===== src/rtl/ysyx_24100005_fetch_ctrl.sv =====
// ysyx_24100005_fetch_ctrl
//
// Multi-cycle fetch/execute sequencer placed in front of a single-cycle core
// datapath. It issues a fetch at the current PC over a valid/ready
// instruction-memory port and latches the returned word. It then presents that
// word to the decoder for exactly one execute cycle, and only in that cycle
// enables the PC and register-file writes. An ebreak retires into a sticky halt.
// Non-ebreak instructions are counted as they retire.
//
// Optional feature: define YSYX_24100005_FETCH_WATCHDOG_EN to build a 16-bit
// fetch watchdog. When it expires, the controller moves to a sticky error state.
//
// Parameters:
//   TIMEOUT          fetch watchdog limit in cycles (1..65535), watchdog builds only
// Ports:
//   clk, rst         core clock, asynchronous active-high reset
//   pc               current PC from the PC register
//   imem_req_*       fetch request channel (valid/ready, address)
//   imem_resp_*      fetch response channel (valid/ready, data)
//   inst, inst_valid latched instruction and its execute-cycle qualifier
//   pc_wen           PC register write enable (execute cycle, non-ebreak)
//   rf_wen_en        gating term for the datapath register-file write enable
//   halt, err        sticky ebreak-retired / watchdog-expired flags
//   retire_cnt       number of retired non-ebreak instructions

module ysyx_24100005_fetch_ctrl #(
   parameter int unsigned TIMEOUT = 255
) (
   input  logic        clk,
   input  logic        rst,
   input  logic [31:0] pc,
   output logic        imem_req_valid,
   output logic [31:0] imem_req_addr,
   input  logic        imem_req_ready,
   input  logic        imem_resp_valid,
   input  logic [31:0] imem_resp_data,
   output logic        imem_resp_ready,
   output logic [31:0] inst,
   output logic        inst_valid,
   output logic        pc_wen,
   output logic        rf_wen_en,
   output logic        halt,
   output logic        err,
   output logic [31:0] retire_cnt
);

   typedef enum logic [2:0] {
      StIdle,
      StFreq,
      StFwait,
      StExec,
      StHalt,
      StErr
   } state_e;

   state_e      state_q, state_d;
   logic [31:0] inst_q, inst_d;
   logic [31:0] retire_q, retire_d;
   logic        is_ebreak;

   // Only the opcode is decoded; every SYSTEM-opcode instruction stops the core.
   assign is_ebreak = (inst_q[6:0] == 7'b1110011);

`ifdef YSYX_24100005_FETCH_WATCHDOG_EN
   localparam logic [15:0] TimeoutLast = 16'(TIMEOUT - 1);

   logic [15:0] wd_q, wd_d;
   logic        fetching;
   logic        resp_hs;

   assign fetching = (state_q == StFreq) || (state_q == StFwait);
   assign resp_hs  = (state_q == StFwait) && imem_resp_valid;
`else
   // The limit only matters when the watchdog is built.
   logic unused_timeout;
   assign unused_timeout = ^TIMEOUT;
`endif

   always_comb begin
      state_d  = state_q;
      inst_d   = inst_q;
      retire_d = retire_q;
      case (state_q)
         StIdle:  state_d = StFreq;
         StFreq:  if (imem_req_ready) state_d = StFwait;
         StFwait: begin
            if (imem_resp_valid) begin
               inst_d  = imem_resp_data;
               state_d = StExec;
            end
         end
         StExec: begin
            if (is_ebreak) begin
               state_d = StHalt;
            end else begin
               retire_d = retire_q + 32'd1;
               state_d  = StFreq;
            end
         end
         StHalt:  state_d = StHalt;
         StErr:   state_d = StErr;
         default: state_d = StIdle;
      endcase

`ifdef YSYX_24100005_FETCH_WATCHDOG_EN
      // The last allowed cycle has passed. A response taken in that same cycle still wins.
      if (fetching && (wd_q == TimeoutLast) && !resp_hs) begin
         state_d = StErr;
      end

      wd_d = wd_q;
      if ((state_d == StFreq) && (state_q != StFreq)) begin
         wd_d = '0;
      end else if (fetching) begin
         wd_d = wd_q + 16'd1;
      end
`endif
   end

   always_ff @(posedge clk or posedge rst) begin
      if (rst) begin
         state_q  <= StIdle;
         inst_q   <= '0;
         retire_q <= '0;
`ifdef YSYX_24100005_FETCH_WATCHDOG_EN
         wd_q     <= '0;
`endif
      end else begin
         state_q  <= state_d;
         inst_q   <= inst_d;
         retire_q <= retire_d;
`ifdef YSYX_24100005_FETCH_WATCHDOG_EN
         wd_q     <= wd_d;
`endif
      end
   end

   // Every output is decoded from registered state only, so it cannot glitch on memory inputs.
   assign imem_req_valid  = (state_q == StFreq);
   assign imem_req_addr   = (state_q == StFreq) ? pc : 32'd0;
   assign imem_resp_ready = (state_q == StFwait);
   assign inst            = inst_q;
   assign inst_valid      = (state_q == StExec);
   assign pc_wen          = (state_q == StExec) && !is_ebreak;
   assign rf_wen_en       = (state_q == StExec) && !is_ebreak;
   assign halt            = (state_q == StHalt);
   assign retire_cnt      = retire_q;

`ifdef YSYX_24100005_FETCH_WATCHDOG_EN
   assign err = (state_q == StErr);
`else
   assign err = 1'b0;
`endif

endmodule


===== config.mk =====
export PLATFORM = sky130hd
export DESIGN_NAME = ysyx_24100005_fetch_ctrl
export DESIGN_NICKNAME = d
export VERILOG_FILES = /design/src/rtl/ysyx_24100005_fetch_ctrl.sv
export SDC_FILE = /design/constraint.sdc
export NUM_CORES = 1
export LEC_CHECK = 0
export CAP_MARGIN = 25
export CORE_MARGIN = 2
export CORE_UTILIZATION = 25
export DETAILED_ROUTE_END_ITERATION = 6
export DONT_BUFFER_PORTS = 1
export GPL_ROUTABILITY_DRIVEN = 1
export PLACE_DENSITY_LB_ADDON = 0.2
export SETUP_SLACK_MARGIN = 0.2
export SYNTH_ARGS = -nofsm -noshare
export SYNTH_HDL_FRONTEND = slang
export SYNTH_SLANG_ARGS = --single-unit

===== constraint.sdc =====
create_clock -name clk -period 6.41 [get_ports clk]
set_clock_uncertainty 0.15 [all_clocks]
set_input_delay 1.923 -clock clk [delete_from_list [all_inputs] [get_ports clk]]
set_output_delay 1.923 -clock clk [all_outputs]
set_load 0.05 [all_outputs]

## Word-level counts from Yosys, hierarchy flattened

Cells that the tools add are included.

- Memory bits (read-only): 0
- Bits of input ports: 68
- Memories: 0
- Register bits after elaboration: 67
- Latch bits: 0
- RAM bits: 0
- Word-level logic and storage cells: 24
- Output and inout port bits: 103

- Add/sub/neg operators: 1
- Divide/modulo/power cells: 0
- Equal/unequal tests: 8
- $mul: 0
- Muxes and demuxes: 5
- Bitwise gates (word level): 1
- Magnitude comparators: 0
- Reductions and logical operators: 6
- Shifts and indexed selects: 0

Operator list:

| operator | count |
|---|---|
| 32-bit by 1-bit adder with 32-bit output (second input constant) | 1 |
| 32-bit two-way mux | 1 |
| 3-bit case mux with 6 select lines | 1 |
| 3-bit two-way mux | 3 |
| 7-bit == test (second input constant) | 1 |
| 3-bit by 2-bit == test with 1-bit output (second input constant) | 2 |
| 3-bit == test (second input constant) | 2 |
| 2-bit AND reduction | 3 |
| 3-bit by 1-bit == test with 1-bit output (second input constant) | 1 |
| 3-bit zero test | 1 |
| 2-bit by 1-bit != test with 1-bit output (second input constant) | 1 |
| 2-bit != test (second input constant) | 1 |
| 1-bit logical AND | 1 |
| 1-bit zero test | 1 |
| 1-bit NOT | 1 |

## Logic depth before layout (Yosys ltp)

- Depth in word-level cells: 3
- Mapped depth: 7
- Depth with buffers taken out: 6

## Worst setup path before layout

OpenSTA, ideal clock, no wires.

- Kind: input to output
- From: input port pc[0]
- To: output port imem_req_addr[0]
- Path slack: 2.007 ns
- Path buffers: 0
- Arrival: 2.330 ns
- Data required time: 4.337 ns
- Stages on the path: 1
- Path through: and2_1

- Cells in the longest elaborated chain, start to end: 1

RTL lines:

| what | RTL line | text |
|---|---|---|
| from (decl) | 31 | `input logic [31:0] pc,` |
| 32-bit two-way mux | 140 | `assign imem_req_addr = (state_q == StFreq) ? pc : 32'd0;` |
| to (decl) | 33 | `output logic [31:0] imem_req_addr,` |

No other way between the ends.

## Worst setup path after layout

- From: register state_q[0]
- To: output port imem_req_addr[7]

- Cells in the longest elaborated chain, start to end: 2

RTL lines:

| what | RTL line | text |
|---|---|---|
| from (decl) | 56 | `state_e state_q, state_d;` |
| from (signal assigned) | 122 | `state_q <= StIdle;` |
| from (signal assigned) | 129 | `state_q <= state_d;` |
| 3-bit by 1-bit == test with 1-bit output | -- |  |
| net imem_req_valid | 32 | `output logic imem_req_valid,` |
| 32-bit two-way mux | 140 |  |

The timed path passes the listed nets, and every way through them passes these cells.

==> key figures <==
Critical path
  • CP Capture Type: output pin
  • Critical Path Start Type: flop
  • Critical R2R Launch: state_q[0]
  • Crit path buf inv count: 2
  • Critical Path RT: 4.34 ns
  • R2r setup slk: 3.69 ns
  • CP top delay family: simple AND/OR/NAND/NOR gates
  • Cells along the critical path: inv_2 -> nor3_2 -> buf_4 -> and2_1
  • Setup CP Type: reg -> out
  • Slowest stage cell, crit path: nor3_2
  • Crit path largest cell delay: 0.58 ns
  • R2R cell count: 6
  • Worst Path Arrival: 2.37 ns
  • Worst reg2reg endpoint: inst[26]
  • Max Fanout on Critical Path: 18

Synthesis
  • EDFF count, synth: 0
  • Post-synthesis sequential area ratio: 0.550
  • Post-synth ARST share: 1.00
  • Most frequent cell after synthesis: dfrtp_1
  • Synth Flop Type: dfrtp_1
  • Mapped Avg Cell Area: 12.1 um2
  • Yosys reg bits: 67
  • Unique cell type count in the Yosys netlist: 35
  • Biggest area consumer among synthesized cells: dfrtp_1
  • Top-area cell type share of the netlist area: 0.550
  • Synthesized Nets: 322
  • List of most frequent post-synthesis cells: 67 x dfrtp_1, 33 x and2_1, 32 x mux2_2
  • Synth Instances: 253
  • Largest cells by area after synthesis: dfrtp_1 55%, mux2_2 12%, and2_1 6.8%, xnor2_1 6.0%, xor2_1 2.9%
  • Post-Syn Area: 3050 um2
  • Ys Warns: 0

Hold path
  • Worst Hold Class: reg -> reg
  • Hold path cells: 1
  • Hold Crit Endpoint: state_q[1]
  • Min-delay src: state_q[2]

Placement
  • DP Area: 3210 um2
  • DP Cell Count: 393
  • HPWL after DPL: 4700 um
  • Port-buffer cells: 0
  • Placer Congestion: 0.716

Clocking
  • Post CTS Setup Buffer Count: 0
  • H-tree Lvls: 3
  • Clk root buf: clkbuf_16
  • CTS Hold Bufs: 0
  • Worst-skew pair later-pin latency: 0.34 ns
  • CTS buffer count: 9
  • Worst-case clock buffer depth: 2
  • CTS resizes: 0
  • Sink Count: 67
  • CTS tree: done
  • Reg clk slew, reported paths: 0.06 ns

Pwr
  • Fraction of power consumed by sequential logic: 0.501
  • Peak VDD IR: 0.000314 V
  • Sw Ratio: 0.541
  • Lkg Pwr: 0.00153 uW
  • Total power: 2150 uW
  • Pint: 988 uW
  • Psw: 1170 uW
  • Clock Power Share: 0.211
  • PwrDens: 618 nW/um2
  • Combinational power share: 0.288

Routing
  • Routed Wire Length: 6520 um
  • Vias: 1,890
  • DRC Markers: 0
  • Vias per inst: 4.62
  • Pre-antenna DRT Iters: 4
  • ANT nets after route: 0
  • Number of DRC markers in iteration 0: 122
  • Drt wl/cell: 15.9 um

Die
  • Die Span Y: 114 um
  • Core area: 12,000 um2
  • I/O pin count: 171
  • Die Footprint: 13,100 um2
  • Row Count: 40
  • Initial Util: 0.255
  • Width of the die: 114 um

Timing
  • Minimum period implied by the final worst setup slack: 4.45 ns
  • Final Hold Fails: 0
  • Final slew viol count: 0
  • Max Freq: 225 MHz
  • Setup tns final: 0 ns
  • Tightest Pin Transition: 1.05 ns
  • Relative slew margins: 0.297
  • Setup Viol. Count Final: 0
  • RSZ-0062 raised after global routing: false
  • Crit share post-route: 0.694

Global route
  • Gr ovfl total: 0
  • GR Util met2: 0.149
  • Initial antenna violation count: 0
  • Largest net degree at the start of global routing: 68
  • GR Util met3: 0.0667
  • Total track usage: 0.104
  • Met1 Usage GRT: 0.121
  • Most Crowded Layer GR: met2
  • Global-route wire length before repair: 10,200 um
  • Vias in the first global route: 1,891

Status
  • Status: finished clean

Final layout
  • Ant. Diodes: 0
  • Synthesis-to-finish area growth: 14.3%
  • Non-Filler Instances: 409
  • Design area: 3480 um2
  • Layout Nets: 326
  • Fin util: 0.291
  • Ratio of cells with drive above 1 in the final layout: 0.214
  • Fillcell total: 1,230

Flow run
  • Max-cap viol count: 0
-- placed cells by master (no fill, tap or decap), types with 4 or more instances in the layout --
| master | count |
|---|---|
| nand2_1 | 16 |
| and3_1 | 4 |
| nor3_1 | 5 |
| xnor2_1 | 21 |
| nand3_1 | 11 |
| nand4_1 | 5 |
| inv_1 | 4 |
| nor2_1 | 10 |
| clkbuf_16 | 9 |
| and4_1 | 4 |
| dfrtp_1 | 67 |
| xor2_1 | 10 |
| and2_1 | 33 |
| mux2_2 | 32 |
-- metrics by stage --
| stage | hold WS (ns) | worst slack, ns |
|---|---|---|
| after floorplan | 0.357 | 2.01 |
| after global placement | 0.427 | 1.97 |
| after detailed placement | 0.428 | 1.97 |
| after CTS | 0.437 | 1.94 |
| after global routing | 0.489 | 1.76 |
| final | 0.436 | 1.96 |
-- power by group through the flow --
| stage | Combinational (uW) | Clock, uW | Sequential, uW |
|---|---|---|---|
| 3_3_place_gp | 619 | 0 | 1090 |
| 5_1_grt | 662 | 494 | 1100 |
| 2_1_floorplan | 581 | 0 | 1050 |
| 6_report | 620 | 456 | 1080 |
| 4_1_cts | 627 | 474 | 1080 |
| 3_5_place_dp | 626 | 0 | 1090 |
-- how the worst max path moves through the flow --
stage / startpoint / endpoint / slack, ns / depth (start not counted)
finish: state_q[0] / imem_req_addr[7] / 1.96 / 4
global route: state_q[0] / imem_req_addr[7] / 1.76 / 4
CTS: state_q[0] / imem_req_addr[7] / 1.94 / 4
detailed placement: pc[7] / imem_req_addr[7] / 1.97 / 1
global placement: pc[11] / imem_req_addr[11] / 1.97 / 1
floorplan: pc[0] / imem_req_addr[0] / 2.01 / 1
-- registers in the layout (all words and copies together), names as in the netlist --
register	count
inst	32
retire_cnt	32
state_q	3
-- area by class of cell --
class / count / area [um2] / share of cell area
Clock buffer: 14 / 264 / 0.0758
Clock inverter: 2 / 10.0 / 0.00287
Inverter: 6 / 22.5 / 0.00646
Multi-Input combinational cell: 170 / 1310 / 0.375
Sequential cell: 67 / 1680 / 0.481
Tap cell: 147 / 184 / 0.0528
Timing Repair Buffer: 3 / 22.5 / 0.00646
-- cells by family (layout without fill, tap and decap cells) --
kind of cell               count (synthesis)  in the layout  share of synthesized area
AOI/OAI and AO/OA                          7              7                     0.0222
xor gates and xnor gates                  31             31                     0.0890
adders and majority gates                  1              1                    0.00410
buffers and inverters                     16             25                     0.0238
DFF                                       67             67                      0.550
muxes                                     33             33                      0.122
other                                      1              1                    0.00123
and+or+nand+nor                           97             97                      0.188
-- routing by layer --
layer | share of wire | vias up
met5 | 0 | -
met1 | 0.43 | 944
met4 | 0.019 | 0
met3 | 0.095 | 12
li1 | - | 865
met2 | 0.46 | 69
Note: power is estimated with default switching activity, not from simulation.
